<file path="config.mk">
export PLATFORM = sky130hd
export DESIGN_NAME = load_store_unit
export DESIGN_NICKNAME = d
export VERILOG_FILES = /design/src/rtl/load_store_unit.sv
export SDC_FILE = /design/constraint.sdc
export NUM_CORES = 1
export LEC_CHECK = 0
export CAP_MARGIN = 15
export CORE_MARGIN = 2
export CORE_UTILIZATION = 35
export CTS_CLUSTER_DIAMETER = 150
export CTS_CLUSTER_SIZE = 40
export DETAILED_ROUTE_END_ITERATION = 7
export PLACE_DENSITY = 0.73
export SLEW_MARGIN = 30
export SYNTH_ARGS = -nofsm -noshare
export SYNTH_HDL_FRONTEND = slang
export SYNTH_SLANG_ARGS = --single-unit
</file>
<file path="constraint.sdc">
create_clock -name clk -period 5.2 [get_ports clk]
set_clock_uncertainty 0.2 [all_clocks]
set_input_delay 0.78 -clock clk [delete_from_list [all_inputs] [get_ports clk]]
set_output_delay 0.78 -clock clk [all_outputs]
set_load 0.01 [all_outputs]
</file>
<file path="src/rtl/load_store_unit.sv">
// load_store_unit: RV32I byte/half/word load-store sequencer with alignment checks, lane steering and load extension
module load_store_unit #(
    parameter int unsigned MAX_WAIT = 255
) (
    input  logic        clk,
    input  logic        rst,
    input  logic        req_valid,
    input  logic        req_write,
    input  logic [2:0]  req_funct3,
    input  logic [31:0] req_addr,
    input  logic [31:0] req_wdata,
    output logic        req_ready,
    output logic        rsp_valid,
    output logic [31:0] rsp_rdata,
    output logic        rsp_misaligned,
    output logic        rsp_error,
    output logic        mem_read,
    output logic        mem_write,
    output logic [31:0] mem_address,
    output logic [31:0] mem_wdata,
    output logic [3:0]  mem_byte_enable,
    input  logic [31:0] mem_rdata,
    input  logic        mem_resp
);
    typedef enum logic [1:0] {IDLE, ACCESS, DONE} state_t;
    state_t      state, state_n;
    logic        wr_q;
    logic [2:0]  f3_q;
    logic [1:0]  lane_q;
    logic [31:0] wait_cnt;
    logic        illegal, misaligned, fault, timeout;
    logic [3:0]  store_be;
    logic [31:0] store_data, load_ext;
    logic [7:0]  ld_byte;
    logic [15:0] ld_half;
    // funct3[1:0] encodes access size for every legal request
    assign illegal    = (req_funct3[1:0] == 2'b11) | (req_funct3[2] & (req_write | req_funct3[1]));
    assign misaligned = !illegal & (((req_funct3[1:0] == 2'b01) & req_addr[0]) |
                                    ((req_funct3[1:0] == 2'b10) & (req_addr[1:0] != 2'b00)));
    assign fault      = illegal | misaligned;
    assign store_be   = req_funct3[1:0] == 2'b00 ? 4'b0001 << req_addr[1:0] :
                        req_funct3[1:0] == 2'b01 ? 4'b0011 << req_addr[1:0] : 4'b1111;
    assign store_data = req_funct3[1:0] == 2'b00 ? {24'b0, req_wdata[7:0]} << {req_addr[1:0], 3'b000} :
                        req_funct3[1:0] == 2'b01 ? {16'b0, req_wdata[15:0]} << {req_addr[1], 4'b0000} :
                        req_wdata;
    assign ld_byte    = mem_rdata[{lane_q, 3'b000} +: 8];
    assign ld_half    = mem_rdata[{lane_q[1], 4'b0000} +: 16];
    assign load_ext   = f3_q == 3'b000 ? {{24{ld_byte[7]}}, ld_byte} :
                        f3_q == 3'b001 ? {{16{ld_half[15]}}, ld_half} :
                        f3_q == 3'b100 ? {24'b0, ld_byte} :
                        f3_q == 3'b101 ? {16'b0, ld_half} : mem_rdata;
    assign timeout    = (MAX_WAIT != 0) && (wait_cnt + 32'd1 == MAX_WAIT);
    assign req_ready  = state == IDLE;
    always_comb begin
        state_n = state == IDLE   ? (req_valid ? (fault ? DONE : ACCESS) : IDLE) :
                  state == ACCESS ? ((mem_resp || timeout) ? DONE : ACCESS) : IDLE;
    end
    always_ff @(posedge clk) begin
        if (rst) begin
            state           <= IDLE;
            wr_q            <= 1'b0;
            f3_q            <= 3'b000;
            lane_q          <= 2'b00;
            wait_cnt        <= 32'd0;
            rsp_valid       <= 1'b0;
            rsp_rdata       <= 32'd0;
            rsp_misaligned  <= 1'b0;
            rsp_error       <= 1'b0;
            mem_read        <= 1'b0;
            mem_write       <= 1'b0;
            mem_address     <= 32'd0;
            mem_wdata       <= 32'd0;
            mem_byte_enable <= 4'b0000;
        end else begin
            state     <= state_n;
            rsp_valid <= state_n == DONE;
            if (state == IDLE && req_valid) begin
                wr_q     <= req_write;
                f3_q     <= req_funct3;
                lane_q   <= req_addr[1:0];
                wait_cnt <= 32'd0;
                if (fault) begin
                    rsp_rdata      <= 32'd0;
                    rsp_misaligned <= misaligned;
                    rsp_error      <= illegal;
                end else begin
                    mem_read        <= !req_write;
                    mem_write       <= req_write;
                    mem_address     <= {req_addr[31:2], 2'b00};
                    mem_wdata       <= req_write ? store_data : 32'd0;
                    mem_byte_enable <= req_write ? store_be : 4'b1111;
                end
            end else if (state == ACCESS) begin
                if (mem_resp || timeout) begin
                    mem_read       <= 1'b0;
                    mem_write      <= 1'b0;
                    rsp_rdata      <= (mem_resp && !wr_q) ? load_ext : 32'd0;
                    rsp_misaligned <= 1'b0;
                    rsp_error      <= !mem_resp;
                end else begin
                    wait_cnt <= wait_cnt + 32'd1;
                end
            end
        end
    end
endmodule
</file>
# After elaboration in Yosys (flattened, before gate mapping)

Cells that the tools add are included.

Bits in registers: 143
Bits of input ports: 104
Output and inout bits: 106
Logic and storage cells: 92

Add/sub/neg operators: 1
Equality and inequality tests: 11
Shifts and indexed selects: 6
Multiplexer cells: 32
Bitwise gates (word level): 10
Reductions and logical operators: 18

Operator list:

| kind                    | number |
|---|---|
| $mux W32                | 12 |
| $add A32 B1 Y32 const B | 1 |
| $eq A32 B8 Y1 const B   | 1 |
| $shiftx A32 B6 Y16      | 1 |
| $shiftx A32 B6 Y8       | 1 |
| $shl A16 B5 Y32         | 1 |
| $shl A8 B5 Y32          | 1 |
| $mux W1                 | 12 |
| $mux W4                 | 3 |
| $mux W2                 | 5 |
| $eq A2 B2 Y1 const B    | 3 |
| $eq A3 B3 Y1 const B    | 2 |
| $reduce_and A3 Y1       | 2 |
| $reduce_bool A2 Y1      | 3 |
| $and A1 B1 Y1           | 4 |
| $eq A2 B1 Y1 const B    | 2 |
| $logic_not A1 Y1        | 4 |
| $logic_not A2 Y1        | 2 |
| $ne A2 B2 Y1 const B    | 2 |
| $or A1 B1 Y1            | 4 |
| $reduce_and A2 Y1       | 2 |
| $shl A1 B2 Y4 const A   | 1 |
| $shl A2 B2 Y4 const A   | 1 |
| $eq A3 B1 Y1 const B    | 1 |
| other kinds (5)         | 7 |

# Longest topological paths before layout

Gate-level depths: netlist of run 1.

Depth in word-level cells: 10
Gate-level depth with buffers: 13
Depth with buffers taken out: 10

# Worst setup path before layout of run 1

Ideal clock, no wire load.

Path kind: register -> register
From: register wait_cnt[1]
To: register rsp_rdata[14]
Library setup time: 0.072 ns
Arrival time: 3.193 ns
Required time: 4.928 ns
Path slack: 1.736 ns
Stages on the path, launching flop included: 14
Path buffers: 4
Clock period less this slack: 3.464 ns
Path through: dfxtp_1 > ha_1 > nand3_1 > or2_2 > buf_1 > or4_1 > a211oi_1 > nand4_1 > a2111oi_2 > buf_4 > a21o_1 > buf_6 > buf_6 > mux2i_1

Word-level cells in the longest chain between the ends: 5

RTL lines:

| what                         | RTL line | text |
|---|---|---|
| start, declared              | 30       | `logic [31:0] wait_cnt;` |
| start signal, assigned       | 101      | `wait_cnt <= wait_cnt + 32'd1;` |
| $add A32 B1 Y32              | 52       | `assign timeout = (MAX_WAIT != 0) && (wait_cnt + 32'd1 == MAX_WAIT);` |
| $eq A32 B8 Y1                | 52       |  |
| $logic_or A1 B1 Y1           | 94       | `if (mem_resp \|\| timeout) begin` |
| $reduce_bool A2 Y1 (no line) | --       |  |
| $reduce_and A3 Y1 (no line)  | --       |  |
| end signal, assigned         | 97       | `rsp_rdata <= (mem_resp && !wr_q) ? load_ext : 32'd0;` |
| end, declared                | 14       | `output logic [31:0] rsp_rdata,` |

No other way between the ends.
A chain may end at the register's enable or synchronous reset.

# Worst setup path after layout of run 1

From: register wait_cnt[0]
To: register rsp_rdata[12]

The elaborated chain is that of the path after synthesis.

==> results of run 1 <==
-- final timing paths --
kind | slack (ns) | from | to | cells past startpoint
setup / recovery | 0.93 | wait_cnt[0]$_SDFFE_PP0P_ | rsp_rdata[12]$_SDFFE_PP0P_ | 9
setup reg to reg | 0.93 | wait_cnt[0]$_SDFFE_PP0P_ | rsp_rdata[12]$_SDFFE_PP0P_ | 9
hold / removal | 0.25 | mem_address[9]$_SDFFE_PP0P_ | mem_address[9]$_SDFFE_PP0P_ | 2
hold reg to reg | 0.25 | mem_address[9]$_SDFFE_PP0P_ | mem_address[9]$_SDFFE_PP0P_ | 2
-- logic make-up (layout without fill, tap and decap cells) --
group / Yosys count / count (layout) / share of synthesized area
buffers and inverters: 104 / 267 / 0.0601
AOI/OAI and AO/OA: 279 / 279 / 0.250
xor gates and xnor gates: 8 / 8 / 0.00935
other: 1 / 2 / 0.000500
adders and majority gates: 6 / 6 / 0.0100
DFF: 143 / 143 / 0.382
and+or+nand+nor: 365 / 365 / 0.245
muxes: 32 / 32 / 0.0427
-- per-stage QoR --
stage,utilization,power [mW],setup slack [ns]
floorplan,-,1.40,1.74
finish,0.485,2.78,0.934
CTS,0.485,2.79,1.07
global placement,0.458,1.61,1.18
global route,0.485,2.88,0.685
detailed placement,0.458,1.62,1.08
-- where the power goes --
group | switching, mW | internal [mW]
Clock | 0.547 | 0.636
Combinational | 0.223 | 0.208
Sequential | 0.0315 | 1.13
Total | 0.802 | 1.98
-- worst max-delay path, delay by kind of cell (launching register included) --
family | cells | cell delay (ns)
buffers and inverters | 1 | 0.11
multiplexers | 1 | 0.25
AND/OR/NAND/NOR | 2 | 0.71
AO/OA/AOI/OAI | 4 | 2.13
adder cells (fa/ha/maj) | 1 | 0.28
flip-flops | 1 | 0.51
-- area by class of cell --
| type | count | share of cell area |
|---|---|---|
| Timing Repair Buffer | 218 | 0.211 |
| Multi-Input combinational cell | 692 | 0.413 |
| Sequential cell | 143 | 0.281 |
| Inverter | 17 | 0.00625 |
| Clock buffer | 17 | 0.0417 |
| Clock inverter | 15 | 0.0137 |
| Tap cell | 275 | 0.0337 |
-- per-layer routing --
layer / share of wire / global-route usage / up-vias
met5: 0 / 0 / -
met4: 0.018 / 0.0745 / 0
met3: 0.058 / 0.0464 / 32
met2: 0.48 / 0.318 / 254
met1: 0.44 / 0.269 / 3593
li1: - / - / 3741
-- registers in the layout (all words and copies together) (netlist names) --
signal           flops
mem_wdata           32
rsp_rdata           32
wait_cnt            32
mem_address         30
mem_byte_enable      4
f3_q                 3
lane_q               2
state                2
mem_read             1
mem_write            1
rsp_error            1
rsp_misaligned       1
rsp_valid            1
wr_q                 1
-- synthesized netlist by cell type (11+ instances only) --
| cell | number | area, um2 |
|---|---|---|
| clkbuf_1 | 62 | 233 |
| nor2_1 | 68 | 255 |
| a22oi_1 | 42 | 315 |
| or3_1 | 21 | 131 |
| nand4_1 | 15 | 93.8 |
| nand2_1 | 126 | 473 |
| nand2b_1 | 29 | 181 |
| a21oi_1 | 69 | 345 |
| o31ai_1 | 12 | 90.1 |
| nand3_1 | 19 | 95.1 |
| o21ai_0 | 39 | 195 |
| a22o_1 | 17 | 149 |
| dfxtp_1 | 143 | 2860 |
| a211oi_1 | 11 | 82.6 |
| or4_1 | 29 | 218 |
| inv_1 | 17 | 63.8 |
| mux2i_1 | 32 | 320 |
| nor3_1 | 16 | 80.1 |
| o211ai_1 | 18 | 135 |
==> flow_summary.ini, run 1 <==
[global_routing]
grt_first_pass_wirelength_um = 36500
grt_usage = 0.202
grt_max_degree = 110
grt_overflow_total = 0
antenna_found_initial = 0
grt_pass1_vias = 6817

[timing]
worst_pin_slew_ns = 0.910
finalSetupTns_ns = 0
holdWs_ns = 0.253
max_slew_margin = 0.392
max_freq_mhz = 234
setup_viol = 0
hold_viol = 0
finalCritPeriodShare = 0.820
grt_setup_unrepaired = no
report.final.slew_viol_count = 0
min_period_ns = 4.27

[clock_network]
cts_buffer_depth = 2
postCtsResizedCells = 0
cts.clk_slew.worst_paths_ns = 0.07
post_cts_buffers = 0
numCtsBuffers = 17
cts_tree = yes
clock-root-buffer = clkbuf_16
clkLatencyLatePin_ns = 0.42
htreeDepth = 4
hold_buffers = 0
cts.sinks = 143

[power_and_ir_drop]
ir_drop_v = 0.000224
power_density_nw_per_um2 = 272
power_leakage_nw = 3.49

[synth]
synth_async_sr_flop_share = 0
synth.avg_cell_area_um2 = 7.99
synth-seq-area-share = 0.382
ys_ff_latch = 143
synth_edf_count = 0
synth_cell_types = 62
synthFlopType = dfxtp_1
yosys_warnings = 0
synth_cells = 938
syn-cell-area_um2 = 7490

[drt]
vias_per_cell = 5.53
drt_pass1_iterations = 5
via_count = 7620
route.detailed.drc = 0
wire_per_inst_um = 16.9
drtIter0Drc = 575
drt_wl_total_um = 23300
ant_nets = 0

[final_layout]
final_cell_mix = 206 x clkdlybuf4s50_1, 142 x dfxtp_1, 126 x nand2_1
final_cells = 1377
drive_gt1_frac = 0.0572
regArea_um2 = 2860
area_delta_synth_final_pct = 36.2
nNetsFinal = 1199
nFillCells = 2028
finalInstanceArea_um2 = 10200
multi_input_area_um2 = 4210
final_common_cell = clkdlybuf4s50_1
n_antenna_cell = 0

[setup_path]
crit_type = register to register
crit_chain = ha_1, inv_1, or4_1, a32o_1, a2111oi_0, nand4_1, a2111oi_4, a21o_1, mux2i_1
start_kind = register
cp_max_fo = 16
slowest_stage = a21o_1
slowest_delay_ns = 0.67
worstPathArrival_ns = 4.42
crit_required_ns = 5.36
crit_path_end_kind = register

[floorplanning]
die_area_um2 = 22600
io_pins = 210
fp.dieH_um = 150
fp-row-count = 53
core_area_um2 = 21000
start_util = 0.356
die_w_um = 150

[status]
status = completed

[place]
placed_cells = 1345
place_hpwl_um = 16100
io_buffers = 207
gp_congestion = 0.919
dpl_cell_area_um2 = 9640

[min_path]
holdCritPathClass = register to register

[job]
drv_cap = 0
No activity file was read; power rests on OpenSTA's default activity.
==> run 2: changes to the inputs <==
--- a/config.mk
+++ b/config.mk
@@ -11,7 +11,7 @@
 export CTS_CLUSTER_DIAMETER = 150
 export CTS_CLUSTER_SIZE = 40
 export DETAILED_ROUTE_END_ITERATION = 7
-export PLACE_DENSITY = 0.73
+export PLACE_DENSITY = 0.75
 export SLEW_MARGIN = 30
 export SYNTH_ARGS = -nofsm -noshare
 export SYNTH_HDL_FRONTEND = slang
==> constraint.sdc (replaced) <==
create_clock -name clk -period 3.7 [get_ports clk]
set_clock_uncertainty 0.2 [all_clocks]
set_input_delay 0.555 -clock clk [delete_from_list [all_inputs] [get_ports clk]]
set_output_delay 0.555 -clock clk [all_outputs]
set_load 0.01 [all_outputs]
==> run 2 against run 1 <==
- core utilization up 1.2 points
- non-clock buffer count up 30
- via count up 1.1%
- critical path type unchanged
- clock power up 45%
- critical endpoint is now rsp_rdata[13]$_SDFFE_PP0P_
- first-iteration DRC count up 11%
==> flow_summary.ini, run 2 (synthesis results as in run 1) <==
[floorplanning]
io_pins = 210
core_area_um2 = 21000
fp-row-count = 53
start_util = 0.356
die_area_um2 = 22600
die_w_um = 150
fp.dieH_um = 150

[global_routing]
antenna_found_initial = 0
grt_pass1_vias = 7168
grt_first_pass_wirelength_um = 37000
grt_overflow_total = 0
grt_usage = 0.202
grt_max_degree = 91

[setup_path]
crit_type = register to register
worstPathArrival_ns = 3.63
r2r-end = rsp_rdata[13]$_SDFFE_PP0P_
crit_buf_inv = 3
crit_path_end_kind = register
crit_chain = ha_1, inv_1, or4_1, a32o_1, a2111oi_0, nand4_1, a2111oi_4, buf_4, a21o_1, buf_12, mux2i_1
r2r-start = wait_cnt[0]$_SDFFE_PP0P_
cp.depth = 11
cp_top_family = compound AO/OA/AOI/OAI gates
cp_max_fo = 16
crit_start = wait_cnt[0]$_SDFFE_PP0P_
reg2regPathDepth = 11
rrSetupSlack_ns = 0.21
slowest_stage = or4_1
crit_path_end = rsp_rdata[13]$_SDFFE_PP0P_
slowest_delay_ns = 0.47
start_kind = register
crit_required_ns = 3.84

[final_layout]
final_cell_mix = 206 x clkdlybuf4s50_1, 143 x dfxtp_1, 126 x nand2_1
fin_util = 0.498
final_common_cell = clkdlybuf4s50_1
area_delta_synth_final_pct = 39.6
multi_input_area_um2 = 4210
reg_top3 = mem_wdata: 32 flops, rsp_rdata: 32 flops, wait_cnt: 32 flops
n_antenna_cell = 0
nNetsFinal = 1229
drive_gt1_frac = 0.0804
final_cells = 1407
regArea_um2 = 2860
finalInstanceArea_um2 = 10500
nFillCells = 1994

[clock_network]
cts_tree = yes
cts.sinks = 143
numCtsBuffers = 17
cts.clk_slew.worst_paths_ns = 0.07
cts_buffer_depth = 2
clkLatencyLatePin_ns = 0.41
hold_buffers = 0
clock-root-buffer = clkbuf_16
htreeDepth = 4

[status]
status = completed

[power_and_ir_drop]
power_mw = 3.97
power_leakage_nw = 3.65
power_density_nw_per_um2 = 379
ir_drop_v = 0.000318

[timing]
finalCritPeriodShare = 0.944
holdWs_ns = 0.252
min_period_ns = 3.49
setup_ws_ns = 0.208
hold_viol = 0
setup_viol = 0
report.final.slew_viol_count = 0
max_freq_mhz = 286
worst_pin_slew_ns = 0.952
max_slew_margin = 0.365
grt_setup_unrepaired = no
finalSetupTns_ns = 0

[min_path]
holdCritPathClass = register to register

[place]
dpl_cell_area_um2 = 9860
placed_cells = 1374
gp_congestion = 0.932
io_buffers = 207
pre_cts_slack_ns = -0.0411
place_hpwl_um = 16700

[drt]
wire_per_inst_um = 16.7
route.detailed.drc = 0
vias_per_cell = 5.47
via_count = 7703
drt_wl_total_um = 23500
ant_nets = 0
drt_pass1_iterations = 5
drtIter0Drc = 636

[job]
drv_cap = 0
==> run 2: cell types whose count changed in the layout (fill, tap and decap cells not counted), moves of 2 or more <==
cell	change
inv_6	-3
buf_4	+29
inv_8	-4
clkinvlp_4	+3
bufinv_16	+2
clkinv_2	+2
==> run 2: repair_timing <==
action,4_1_cts,5_1_grt
gates resized for setup,1,0
pin swaps,0,1
setup buffers,0,1
setup endpoints to repair,1,58
==> run 2: layout make-up <==
type                            instances  area share
Clock buffer                           17      0.0407
Sequential cell                       143       0.274
Timing Repair Buffer                  248       0.229
Clock inverter                         15      0.0154
Inverter                               17     0.00610
Multi-Input combinational cell        692       0.402
Tap cell                              275      0.0329
==> run 2: power by group <==
group,total (mW),switching (mW),internal (mW)
logic,0.629,0.325,0.304
registers,1.63,0.0374,1.59
clock network,1.71,0.710,1.00
==> run 2: how the worst min path moves through the flow <==
stage / startpoint / end / slack [ns] / cells after the start
2_1_floorplan: wr_q$_SDFFE_PP0P_ / wr_q$_SDFFE_PP0P_ / 0.26 / 2
3_3_place_gp: mem_wdata[28]$_SDFFE_PP0P_ / mem_wdata[28]$_SDFFE_PP0P_ / 0.24 / 2
3_5_place_dp: mem_address[29]$_SDFFE_PP0P_ / mem_address[29]$_SDFFE_PP0P_ / 0.25 / 2
4_1_cts: mem_wdata[28]$_SDFFE_PP0P_ / mem_wdata[28]$_SDFFE_PP0P_ / 0.25 / 2
5_1_grt: mem_address[10]$_SDFFE_PP0P_ / mem_address[10]$_SDFFE_PP0P_ / 0.27 / 2
6_report: mem_wdata[28]$_SDFFE_PP0P_ / mem_wdata[28]$_SDFFE_PP0P_ / 0.25 / 2
==> run 2: worst register-to-register path, stage by stage, from the launching register on <==
cell	delay [ns]
dfxtp_1	0.41
ha_1	0.25
inv_1	0.11
or4_1	0.47
a32o_1	0.25
a2111oi_0	0.46
nand4_1	0.23
a2111oi_4	0.30
buf_4	0.20
a21o_1	0.16
buf_12	0.17
mux2i_1	0.22
==> run 2: layer usage <==
layer | vias up | track usage | wire length, um
met3 | 26 | 0.0606 | 1860
met2 | 272 | 0.332 | 11400
met1 | 3615 | 0.260 | 10000
li1 | 3790 | - | -
met4 | 0 | 0.0509 | 268
met5 | - | 0 | 0
==> run 3: changes to the inputs <==
--- a/config.mk
+++ b/config.mk
@@ -9,9 +9,9 @@
 export CORE_MARGIN = 2
 export CORE_UTILIZATION = 35
 export CTS_CLUSTER_DIAMETER = 150
-export CTS_CLUSTER_SIZE = 40
 export DETAILED_ROUTE_END_ITERATION = 7
 export PLACE_DENSITY = 0.75
+export RECOVER_POWER = 50
 export SLEW_MARGIN = 30
 export SYNTH_ARGS = -nofsm -noshare
 export SYNTH_HDL_FRONTEND = slang
==> run 3 against run 2 <==
- clock power about the same
- cell area down 0.15%
- global-route usage stayed put
- die area is the same
- sequential power barely moved
- critical path type unchanged
- largest cell class unchanged
- largest power group unchanged
==> flow_summary.ini, run 3 (synthesis results as in run 1) <==
[setup_path]
start_kind = register
worstPathArrival_ns = 3.63
cp_max_fo = 16
rrSetupSlack_ns = 0.21
crit_path_end_kind = register
crit_type = register to register
reg2regPathDepth = 11
crit_required_ns = 3.84

[floorplanning]
core_area_um2 = 21000
die_w_um = 150
start_util = 0.356
fp-row-count = 53
die_area_um2 = 22600
io_pins = 210
fp.dieH_um = 150

[power_and_ir_drop]
ir_drop_v = 0.000318
power_leakage_nw = 3.98
power_density_nw_per_um2 = 378

[timing]
hold_viol = 0
finalCritPeriodShare = 0.943
min_period_ns = 3.49
max_slew_margin = 0.129
setup_viol = 0
grt_setup_unrepaired = no
finalSetupTns_ns = 0
worst_pin_slew_ns = 1.31
report.final.slew_viol_count = 0
max_freq_mhz = 287
holdWs_ns = 0.250

[global_routing]
grt_overflow_total = 0
grt_pass1_vias = 7168
antenna_found_initial = 0
grt_first_pass_wirelength_um = 37000
grt_max_degree = 91
grt_usage = 0.202

[drt]
via_count = 7738
route.detailed.drc = 0
ant_nets = 0
drtIter0Drc = 561
vias_per_cell = 5.50
drt_pass1_iterations = 5
drt_wl_total_um = 23500
wire_per_inst_um = 16.7

[final_layout]
multi_input_area_um2 = 4210
final_cell_mix = 143 x dfxtp_1, 126 x nand2_1, 106 x dlygate4sd3_1
nNetsFinal = 1229
final_common_cell = dfxtp_1
nFillCells = 1998
regArea_um2 = 2860
reg_top3 = mem_wdata: 32 flops, rsp_rdata: 32 flops, wait_cnt: 32 flops
n_antenna_cell = 0
drive_gt1_frac = 0.0769
area_delta_synth_final_pct = 39.4
final_cells = 1407

[place]
gp_congestion = 0.932
place_hpwl_um = 16700
placed_cells = 1374
io_buffers = 207

[clock_network]
cts.clk_slew.worst_paths_ns = 0.07
numCtsBuffers = 17
cts_tree = yes
cts_buffer_depth = 2
cts.sinks = 143
htreeDepth = 4
hold_buffers = 0
clkLatencyLatePin_ns = 0.41
clock-root-buffer = clkbuf_16

[status]
status = completed

[min_path]
holdCritPathClass = register to register
whs_path_depth = 2

[job]
drv_cap = 0
==> run 3: stage by stage <==
| step | util | cell area (um2) | setup slack [ns] | total power, mW |
|---|---|---|---|---|
| 6_report | 0.497 | 10400 | 0.212 | 3.95 |
| 5_1_grt | 0.497 | 10400 | 0.000450 | 4.09 |
| 4_1_cts | 0.497 | 10500 | 0.0128 | 4.00 |
| 3_5_place_dp | 0.469 | 9860 | -0.0411 | 2.29 |
| 3_3_place_gp | 0.469 | 9850 | 0.0896 | 2.28 |
| 2_1_floorplan | - | 7500 | 0.236 | 1.97 |
==> run 3: cell type report <==
class / count / area share
multi-input cells: 692 / 0.403
well taps: 275 / 0.0329
inverters: 17 / 0.00611
clock inverters: 15 / 0.0155
flip-flops and latches: 143 / 0.274
repair buffers: 248 / 0.228
clock buffers: 17 / 0.0407
==> run 3: power by group <==
part / total (mW) / internal, mW / switching, mW / leakage, nW
combinational: 0.610 / 0.286 / 0.324 / 2.54
clock: 1.71 / 1.00 / 0.708 / 0.277
sequential: 1.63 / 1.59 / 0.0348 / 1.16
==> run 3: repair_timing <==
action | in CTS | in global routing
gates resized for setup | 1 | 0
endpoints found under the setup margin | 1 | 58
setup buffers | 0 | 1
cloned | 0 | 0
pin swaps | 0 | 1
==> run 3: critical path: stages, from the launching register on <==
cell and delay [ns]:
dfxtp_1 0.40, ha_1 0.25, inv_1 0.11, or4_1 0.47, a32o_1 0.26, a2111oi_0 0.46
nand4_1 0.23, a2111oi_4 0.30, buf_4 0.20, a21o_1 0.16, buf_12 0.17, mux2i_1 0.21
==> run 3: worst paths after layout <==
kind	from	endpoint
max	wait_cnt[0]$_SDFFE_PP0P_	rsp_rdata[13]$_SDFFE_PP0P_
min	mem_address[10]$_SDFFE_PP0P_	mem_address[10]$_SDFFE_PP0P_
max reg2reg	wait_cnt[0]$_SDFFE_PP0P_	rsp_rdata[13]$_SDFFE_PP0P_
min reg2reg	mem_address[10]$_SDFFE_PP0P_	mem_address[10]$_SDFFE_PP0P_
==> run 3: per-layer routing <==
layer / track usage / vias to the layer above / part of all wire
li1: - / 3792 / -
met1: 0.260 / 3633 / 0.42
met2: 0.332 / 281 / 0.48
met3: 0.0606 / 32 / 0.079
met4: 0.0509 / 0 / 0.015
met5: 0 / - / 0
